## src/rtl/seven_seg_bcd_scan.sv

```systemverilog
// seven_seg_bcd_scan
//   Multi-digit BCD up/down counter with a rate prescaler, driving a
//   time-multiplexed 7-segment display. The display has leading-zero
//   blanking and selectable output polarity.
//
// Ports
//   clk       rising-edge clock
//   rst       synchronous reset, active-high
//   en        count enable; the prescaler only advances while high
//   up        count direction (1 = up), sampled on step cycles only
//   clr       synchronous clear of the count (beats load and step)
//   load      synchronous load of load_val (beats step)
//   load_val  BCD load value, digit k at [4k+3:4k]; digits >9 clamp to 9
//   count     registered BCD count
//   wrap      one-cycle pulse when the count rolls over in either direction
//   seg       {g,f,e,d,c,b,a} of the selected digit, registered
//   an        one-hot digit select, registered
module seven_seg_bcd_scan #(
    parameter int NUM_DIGITS    = 4,
    parameter int COUNT_DIV     = 50000000,
    parameter int SCAN_DIV      = 50000,
    parameter int ACTIVE_LOW    = 1,
    parameter int BLANK_LEADING = 1
) (
    input  logic                    clk,
    input  logic                    rst,
    input  logic                    en,
    input  logic                    up,
    input  logic                    clr,
    input  logic                    load,
    input  logic [4*NUM_DIGITS-1:0] load_val,
    output logic [4*NUM_DIGITS-1:0] count,
    output logic                    wrap,
    output logic [6:0]              seg,
    output logic [NUM_DIGITS-1:0]   an
);

    localparam int W  = 4 * NUM_DIGITS;
    localparam int PW = (COUNT_DIV > 1) ? $clog2(COUNT_DIV) : 1;
    localparam int SW = (SCAN_DIV > 1) ? $clog2(SCAN_DIV) : 1;
    localparam int IW = (NUM_DIGITS > 1) ? $clog2(NUM_DIGITS) : 1;

    localparam logic [6:0]            SEG_ZERO = 7'h3F;
    localparam logic [NUM_DIGITS-1:0] AN_ZERO  = NUM_DIGITS'(1);
    localparam logic [6:0]            SEG_RST  = (ACTIVE_LOW != 0) ? ~SEG_ZERO : SEG_ZERO;
    localparam logic [NUM_DIGITS-1:0] AN_RST   = (ACTIVE_LOW != 0) ? ~AN_ZERO : AN_ZERO;

    logic [W-1:0]          count_reg, count_next;
    logic [PW-1:0]         presc_reg, presc_next;
    logic                  wrap_reg, wrap_next;
    logic [SW-1:0]         scan_cnt_reg, scan_cnt_next;
    logic [IW-1:0]         idx_reg, idx_next;
    logic [6:0]            seg_reg, seg_next;
    logic [NUM_DIGITS-1:0] an_reg, an_next;

    function automatic logic [6:0] decode(input logic [3:0] d);
        logic [6:0] s;
        case (d)
            4'd0:    s = 7'h3F;
            4'd1:    s = 7'h06;
            4'd2:    s = 7'h5B;
            4'd3:    s = 7'h4F;
            4'd4:    s = 7'h66;
            4'd5:    s = 7'h6D;
            4'd6:    s = 7'h7D;
            4'd7:    s = 7'h07;
            4'd8:    s = 7'h7F;
            4'd9:    s = 7'h6F;
            default: s = 7'h00;
        endcase
        return s;
    endfunction

    // Per-digit ripple chains. carry/borrow[k] is high when every digit
    // below k is at 9 (up) or 0 (down), so the top bit doubles as the
    // rollover flag. zero_above[k] is high when digits k..N-1 are all 0.
    logic [NUM_DIGITS:0] carry;
    logic [NUM_DIGITS:0] borrow;
    logic [NUM_DIGITS:0] zero_above;
    logic [W-1:0]        inc_val;
    logic [W-1:0]        dec_val;
    logic [W-1:0]        clamp_val;

    assign carry[0]               = 1'b1;
    assign borrow[0]              = 1'b1;
    assign zero_above[NUM_DIGITS] = 1'b1;

    generate
        for (genvar gi = 0; gi < NUM_DIGITS; gi++) begin : g_digit
            logic [3:0] d;
            logic [3:0] lv;
            assign d  = count_reg[4*gi +: 4];
            assign lv = load_val[4*gi +: 4];

            assign inc_val[4*gi +: 4] = !carry[gi]  ? d : ((d >= 4'd9) ? 4'd0 : d + 4'd1);
            assign dec_val[4*gi +: 4] = !borrow[gi] ? d : ((d == 4'd0) ? 4'd9 : d - 4'd1);
            assign carry[gi+1]        = carry[gi]  && (d >= 4'd9);
            assign borrow[gi+1]       = borrow[gi] && (d == 4'd0);

            assign clamp_val[4*gi +: 4] = (lv > 4'd9) ? 4'd9 : lv;
            assign zero_above[gi]       = zero_above[gi+1] && (d == 4'd0);
        end
    endgenerate

    // Counter and prescaler.
    logic step;
    assign step = en && (presc_reg == PW'(COUNT_DIV - 1));

    always_comb begin
        count_next = count_reg;
        presc_next = presc_reg;
        wrap_next  = 1'b0;
        if (clr) begin
            count_next = '0;
            presc_next = '0;
        end else if (load) begin
            count_next = clamp_val;
            presc_next = '0;
        end else if (en) begin
            if (step) begin
                presc_next = '0;
                count_next = up ? inc_val : dec_val;
                wrap_next  = up ? carry[NUM_DIGITS] : borrow[NUM_DIGITS];
            end else begin
                presc_next = presc_reg + PW'(1);
            end
        end
    end

    // Free-running digit scanner.
    always_comb begin
        scan_cnt_next = scan_cnt_reg + SW'(1);
        idx_next      = idx_reg;
        if (scan_cnt_reg == SW'(SCAN_DIV - 1)) begin
            scan_cnt_next = '0;
            idx_next      = (idx_reg == IW'(NUM_DIGITS - 1)) ? '0 : idx_reg + IW'(1);
        end
    end

    // Output stage: decode the currently selected digit. Blanked digits
    // keep their anode select so every digit gets the same on-time.
    logic [3:0]            sel_digit;
    logic                  sel_blank;
    logic [6:0]            seg_logical;
    logic [NUM_DIGITS-1:0] an_logical;

    always_comb begin
        sel_digit = 4'd0;
        sel_blank = 1'b0;
        for (int k = 0; k < NUM_DIGITS; k++) begin
            if (idx_reg == IW'(k)) begin
                sel_digit = count_reg[4*k +: 4];
                sel_blank = (k != 0) && zero_above[k];
            end
        end
        seg_logical = decode(sel_digit);
        if ((BLANK_LEADING != 0) && sel_blank) begin
            seg_logical = 7'h00;
        end
        an_logical = AN_ZERO << idx_reg;
        seg_next   = (ACTIVE_LOW != 0) ? ~seg_logical : seg_logical;
        an_next    = (ACTIVE_LOW != 0) ? ~an_logical  : an_logical;
    end

    always_ff @(posedge clk) begin
        if (rst) begin
            count_reg    <= '0;
            presc_reg    <= '0;
            wrap_reg     <= 1'b0;
            scan_cnt_reg <= '0;
            idx_reg      <= '0;
            seg_reg      <= SEG_RST;
            an_reg       <= AN_RST;
        end else begin
            count_reg    <= count_next;
            presc_reg    <= presc_next;
            wrap_reg     <= wrap_next;
            scan_cnt_reg <= scan_cnt_next;
            idx_reg      <= idx_next;
            seg_reg      <= seg_next;
            an_reg       <= an_next;
        end
    end

    assign count = count_reg;
    assign wrap  = wrap_reg;
    assign seg   = seg_reg;
    assign an    = an_reg;

endmodule

```

## config.mk

```make
export PLATFORM = sky130hd
export DESIGN_NAME = seven_seg_bcd_scan
export DESIGN_NICKNAME = d
export VERILOG_FILES = /design/src/rtl/seven_seg_bcd_scan.sv
export SDC_FILE = /design/constraint.sdc
export NUM_CORES = 1
export LEC_CHECK = 0
export CAP_MARGIN = 20
export CORE_UTILIZATION = 55
export CTS_CLUSTER_SIZE = 14
export DETAILED_ROUTE_END_ITERATION = 8
export PLACE_DENSITY = 0.78
export SLEW_MARGIN = 40
export SYNTH_ARGS = -nofsm -noshare
export SYNTH_HDL_FRONTEND = slang
export SYNTH_SLANG_ARGS = --single-unit
export TNS_END_PERCENT = 50
```

## constraint.sdc

```tcl
create_clock -name clk -period 3.2 [get_ports clk]
set_clock_uncertainty 0.2 [all_clocks]
set_input_delay 0.8 -clock clk [delete_from_list [all_inputs] [get_ports clk]]
set_output_delay 0.8 -clock clk [all_outputs]
set_load 0.02 [all_outputs]
```

=== Word-level counts from Yosys, hierarchy flattened ===
Memories as Yosys holds them, arrays and structs flattened.
Cells that the tools add are included.

* Register bits: 72
* Bits in latches: 0
* Bits in writable memories: 0
* Memory bits (read-only): 112
* Output and inout port bits: 28
* Logic and storage cells: 103
* Memories: 1

{| class="wikitable"
|+ Memories
! memory !! words !! bits a word !! read ports !! clocked after memory_dff !! wr ports !! line !! RTL
|-
| (name not given) || 16 || 7 || 1 || 0 || 0 || 58 || <nowiki>case (d)</nowiki>
|}

* Add/sub/neg operators: 11
* Multipliers: 0
* Div/mod/pow operators: 0
* $lt $le $gt $ge: 8
* Equal/unequal tests: 8
* Shifts and indexed selects: 1
* Mux-type cells: 33
* Bitwise logic cells: 4
* Reduce and logical (&&, ||, !) cells: 27

{| class="wikitable"
|+ Operators by type and width
! operator !! number
|-
| two-way mux 4 bit || 22
|-
| two-way mux 16 bit || 4
|-
| adder 26 x 1 -> 26 bit (second input constant) || 1
|-
| equality test 26 bit (second input constant) || 1
|-
| two-way mux 26 bit || 1
|-
| adder 16 x 1 -> 16 bit (second input constant) || 1
|-
| adder 4 x 1 -> 4 bit (second input constant) || 4
|-
| equality test 16 bit (second input constant) || 1
|-
| >= comparator 4 bit (second input constant) || 4
|-
| greater-than comparator 4 bit (second input constant) || 4
|-
| logical NOT 4 bit || 4
|-
| subtractor 4 x 1 -> 4 bit (second input constant) || 4
|-
| AND reduction 4 bit || 3
|-
| logical AND 1 bit || 9
|-
| != test 3 x 1 -> 1 bit (second input constant) || 3
|-
| nonzero test 3 bit || 3
|-
| two-way mux 7 bit || 1
|-
| inverter 7 bit || 1
|-
| OR reduction 5 bit || 1
|-
| equality test 2 bit (second input constant) || 2
|-
| two-way mux 1 bit || 4
|-
| inverter 4 bit || 1
|-
| nonzero test 2 bit || 2
|-
| OR reduction 2 bit || 2
|-
| other kinds (8) || 9
|}

=== Logic depth before layout (Yosys ltp) ===
* Word-level depth: 8
* Mapped depth: 11

=== Worst setup path after synthesis ===
Ideal clock, no wire load.

* Path type: reg2reg
* From: register count_reg[8] (netlist: count[8])
* To: register count_reg[15] (netlist: count[15])
* Setup time: 0.070 ns
* Arrival: 2.373 ns
* Slack: 0.556 ns
* Cell stages (with the launch flop): 9
* Path buffers: 1
* Cell sequence: dfxtp_1 > clkbuf_1 > inv_1 > ha_1 > or3b_1 > nand3_1 > a311o_1 > or4_1 > a21oi_1

* Word-level cells in the longest chain between the ends: 4

{| class="wikitable"
|+ Ends and longest elaborated chain
! item !! line !! RTL
|-
| from (decl) || 48 || <nowiki>logic [W-1:0] count_reg, count_next;</nowiki>
|-
| from (signal assigned) || 175 || <nowiki>count_reg <= count_next;</nowiki>
|-
| >= comparator 4 bit / logical NOT 4 bit (equally long branches) || 97, 98 ||
|-
| logical AND 1 bit, on equally long branches || 97, 98 ||
|-
| != test 3 x 1 -> 1 bit (no source line) / nonzero test 3 bit (equally long branches) || -- ||
|-
| AND reduction 4 bit (no source line) (*) || -- ||
|}

Every way passes the cells marked *; elsewhere a longest branch is shown, timed or not.
A chain may end at the register's enable or synchronous reset.

=== Worst setup path after layout ===
* From: input up
* To: register count_reg[15] (netlist: count[15])

* Word-level cells in the longest chain between the ends: 4

{| class="wikitable"
|+ Ends and longest elaborated chain
! item !! line !! RTL
|-
| from (decl) || 28 || <nowiki>input logic up,</nowiki>
|-
| two-way mux 16 bit || 122 || <nowiki>count_next = up ? inc_val : dec_val;</nowiki>
|-
| two-way mux 16 bit || 120 || <nowiki>if (step) begin</nowiki>
|-
| two-way mux 16 bit || 119 || <nowiki>end else if (en) begin</nowiki>
|-
| two-way mux 16 bit || 116 || <nowiki>end else if (load) begin</nowiki>
|}

Several ways; a longest one is shown, not always the timed one. The select of a mux whose other input is x is not followed.

==> results.cfg <==
[sta]
fmax_mhz = 363
relSlewSlack = 0.502
fin_crit_sh = 0.862
hold_violations = 0
finalSetupViolations = 0
rsz0062_at_grt = no
period_needed_ns = 2.76
slew_viol_final = 0
worst_slew_pin_slew_ns = 0.746
finalSetupTns_ns = 0

[detailed_routing]
route.detailed.drc = 0
vias_per_cell = 5.89
first_pass_iters = 6
antenna_left = 0
totalWireLength_mm = 10.4
vias = 4073
wire_per_inst_um = 15.1
drtIter0Drc = 310

[setup_path]
cp_slowest_cell = clkdlybuf4s50_1
critical-path-top-delay-family = simple AND/OR/NAND/NOR gates
arrival_ns = 2.84
cp.required_ns = 3.28
endpoint_kind = flop
path_class = input pin to flop
cpMostUsedCell = a21oi_1
start_kind = input pin
cp_slowest_stage_delay_ns = 0.57
crit_fanout = 9
cp_num_buf_inv = 1
worstPathCellList = clkdlybuf4s50_1 > nand2b_1 > a21oi_1 > a311o_1 > or4_1 > a21oi_1

[layout]
nNetsFinal = 631
drive_gt1_frac = 0.0730
seqCellArea_mm2 = 0.00144
n_fill_cell = 661
multi_input_area_mm2 = 0.00271
syn_to_final_growth_pct = 18.4
antenna_cells = 0
largest_reg_flops = 26

[clock_tree]
cts_buffers = 9
clkLatencyLatePin_ns = 0.36
clkSinkCount = 72
cts_tree = built
clock_path_buffers = 2
path_clk_slew_ns = 0.07
cts-htree-levels = 3
cts_setup_buffers = 0
cts_resized = 0
clock-root-buffer = clkbuf_8
hold_buffers = 0

[place]
dpl.hpwl_mm = 7.39
globalplace.congestion = 0.971
io_buffers = 49

[synth]
synthMostInstantiatedCell = dfxtp_1
synth_cell_type_count = 62
synthArstFlopShare = 0
ys_top_cells_by_count = dfxtp_1, nor2_1, a21oi_1, nand2_1, xnor2_1
avgSynthCellArea_um2 = 8.13
synth_edf_count = 0
yosysSeqAreaShare = 0.332
synth_area_leaders = dfxtp_1, ha_1, nor2_1, xnor2_1, a21oi_1
ys_warn_count = 0
yosysTopAreaCell = dfxtp_1
synth_fp_nets = 581
netlist_instances = 535
synth_area_mm2 = 0.00435
synth-seq-cells = 72
yosys_most_used_dff = dfxtp_1
yosys.area.top_type_share = 0.332

[global_routing]
grt_max_degree = 24
grt_overflow = 0
grt_util_all_layers = 0.261
grt_pass1_vias = 3794
antenna_found_initial = 0
grt_pass1_wl_mm = 17.5

[floorplan]
row_count = 32
ios = 50
initial_utilization = 0.566
die_h_um = 90.9
design.core.area_mm2 = 0.00769
die_area_mm2 = 0.00826
die_w_um = 90.9

[min_path]
worstHoldPathType = flop to flop

[power]
finalPower_mw = 1.87
vdd_drop_max_uv = 233
p_leak_nw = 1.88
powerDensity_mw_per_mm2 = 363

[status]
status = completed

[flow_run]
drv_cap = 0
[final cells by class]
| cell class | instances | share of cell area |
|---|---|---|
| Clock buffer | 13 | 0.0328 |
| Clock inverter | 2 | 0.00267 |
| Inverter | 23 | 0.0168 |
| Multi-Input combinational cell | 415 | 0.526 |
| Sequential cell | 72 | 0.280 |
| Tap cell | 102 | 0.0248 |
| Timing Repair Buffer | 64 | 0.117 |
[cell usage in the layout (no fill, tap or decap), types with 3 or more instances in the layout]
| cell | n |
|---|---|
| a21oi_1 | 35 |
| a221oi_1 | 6 |
| a311oi_1 | 3 |
| a31oi_1 | 7 |
| and2_1 | 3 |
| and3_1 | 10 |
| and4_1 | 5 |
| buf_4 | 15 |
| clkbuf_8 | 12 |
| clkdlybuf4s50_1 | 49 |
| dfxtp_1 | 72 |
| ha_1 | 24 |
| inv_1 | 23 |
| mux2i_1 | 6 |
| nand2_1 | 35 |
| nand2b_1 | 7 |
| nand3_1 | 25 |
| nand3b_1 | 9 |
| nand4_1 | 10 |
| nor2_1 | 66 |
| nor2b_1 | 11 |
| nor3_1 | 13 |
| nor3b_1 | 4 |
| nor4_1 | 8 |
| o21ai_0 | 19 |
| o31ai_1 | 8 |
| or2_2 | 4 |
| or3_1 | 6 |
| or3b_1 | 4 |
| xnor2_1 | 28 |
| xor2_1 | 16 |
[power breakdown]
group	internal, mW	leakage [nW]	switching (mW)
Clock	0.342	0.0955	0.347
Sequential	0.909	0.582	0.0223
Combinational	0.118	1.20	0.132
[worst register-to-register path: stages, from the launching register on]
cell and delay (ns):
dfxtp_1 0.50, inv_1 0.13, ha_1 0.30, or3b_1 0.30, a21oi_1 0.12, a311o_1 0.45, or4_1 0.53, a21oi_1 0.15
[cell families after synthesis]
family	count (synthesis)	synth area share
AO/OA/AOI/OAI	106	0.158
buffers and inverters	48	0.0460
XOR/XNOR	44	0.0886
multiplexers	8	0.0190
flip-flops	72	0.332
adder cells (fa/ha/maj)	24	0.0691
AND/OR/NAND/NOR	233	0.287
[layer usage]
layer	GRT usage	wire, um	vias to the layer above
met3	0.0463	636	34
met1	0.324	4480	1892
met2	0.438	5000	151
li1	-	-	1996
met4	0.124	295	0
met5	0	0	-
[per-stage QoR]
step	setup slack, ns	instance area (um^2)	cells	hold slack [ns]	utilization
2_1_floorplan	0.556	4350	535	0.226	-
3_5_place_dp	0.137	4960	676	0.245	0.646
3_3_place_gp	0.194	4960	676	0.237	0.646
4_1_cts	0.433	5150	691	0.262	0.670
5_1_grt	0.332	5150	691	0.313	0.670
6_report	0.442	5150	691	0.267	0.670
[path summary, 6_finish.rpt]
kind              depth (start not counted)                       start                          to  slack (ns)
setup reg to reg                          7       count[5]$_SDFFE_PP0P_      count[15]$_SDFFE_PP0P_        0.45
hold reg to reg                           1  scan_cnt_reg[0]$_SDFF_PP0_  scan_cnt_reg[0]$_SDFF_PP0_        0.27
setup / recovery                          6                          up      count[15]$_SDFFE_PP0P_        0.44
hold / removal                            1  scan_cnt_reg[0]$_SDFF_PP0_  scan_cnt_reg[0]$_SDFF_PP0_        0.27
(Power assumes the default switching activity.)
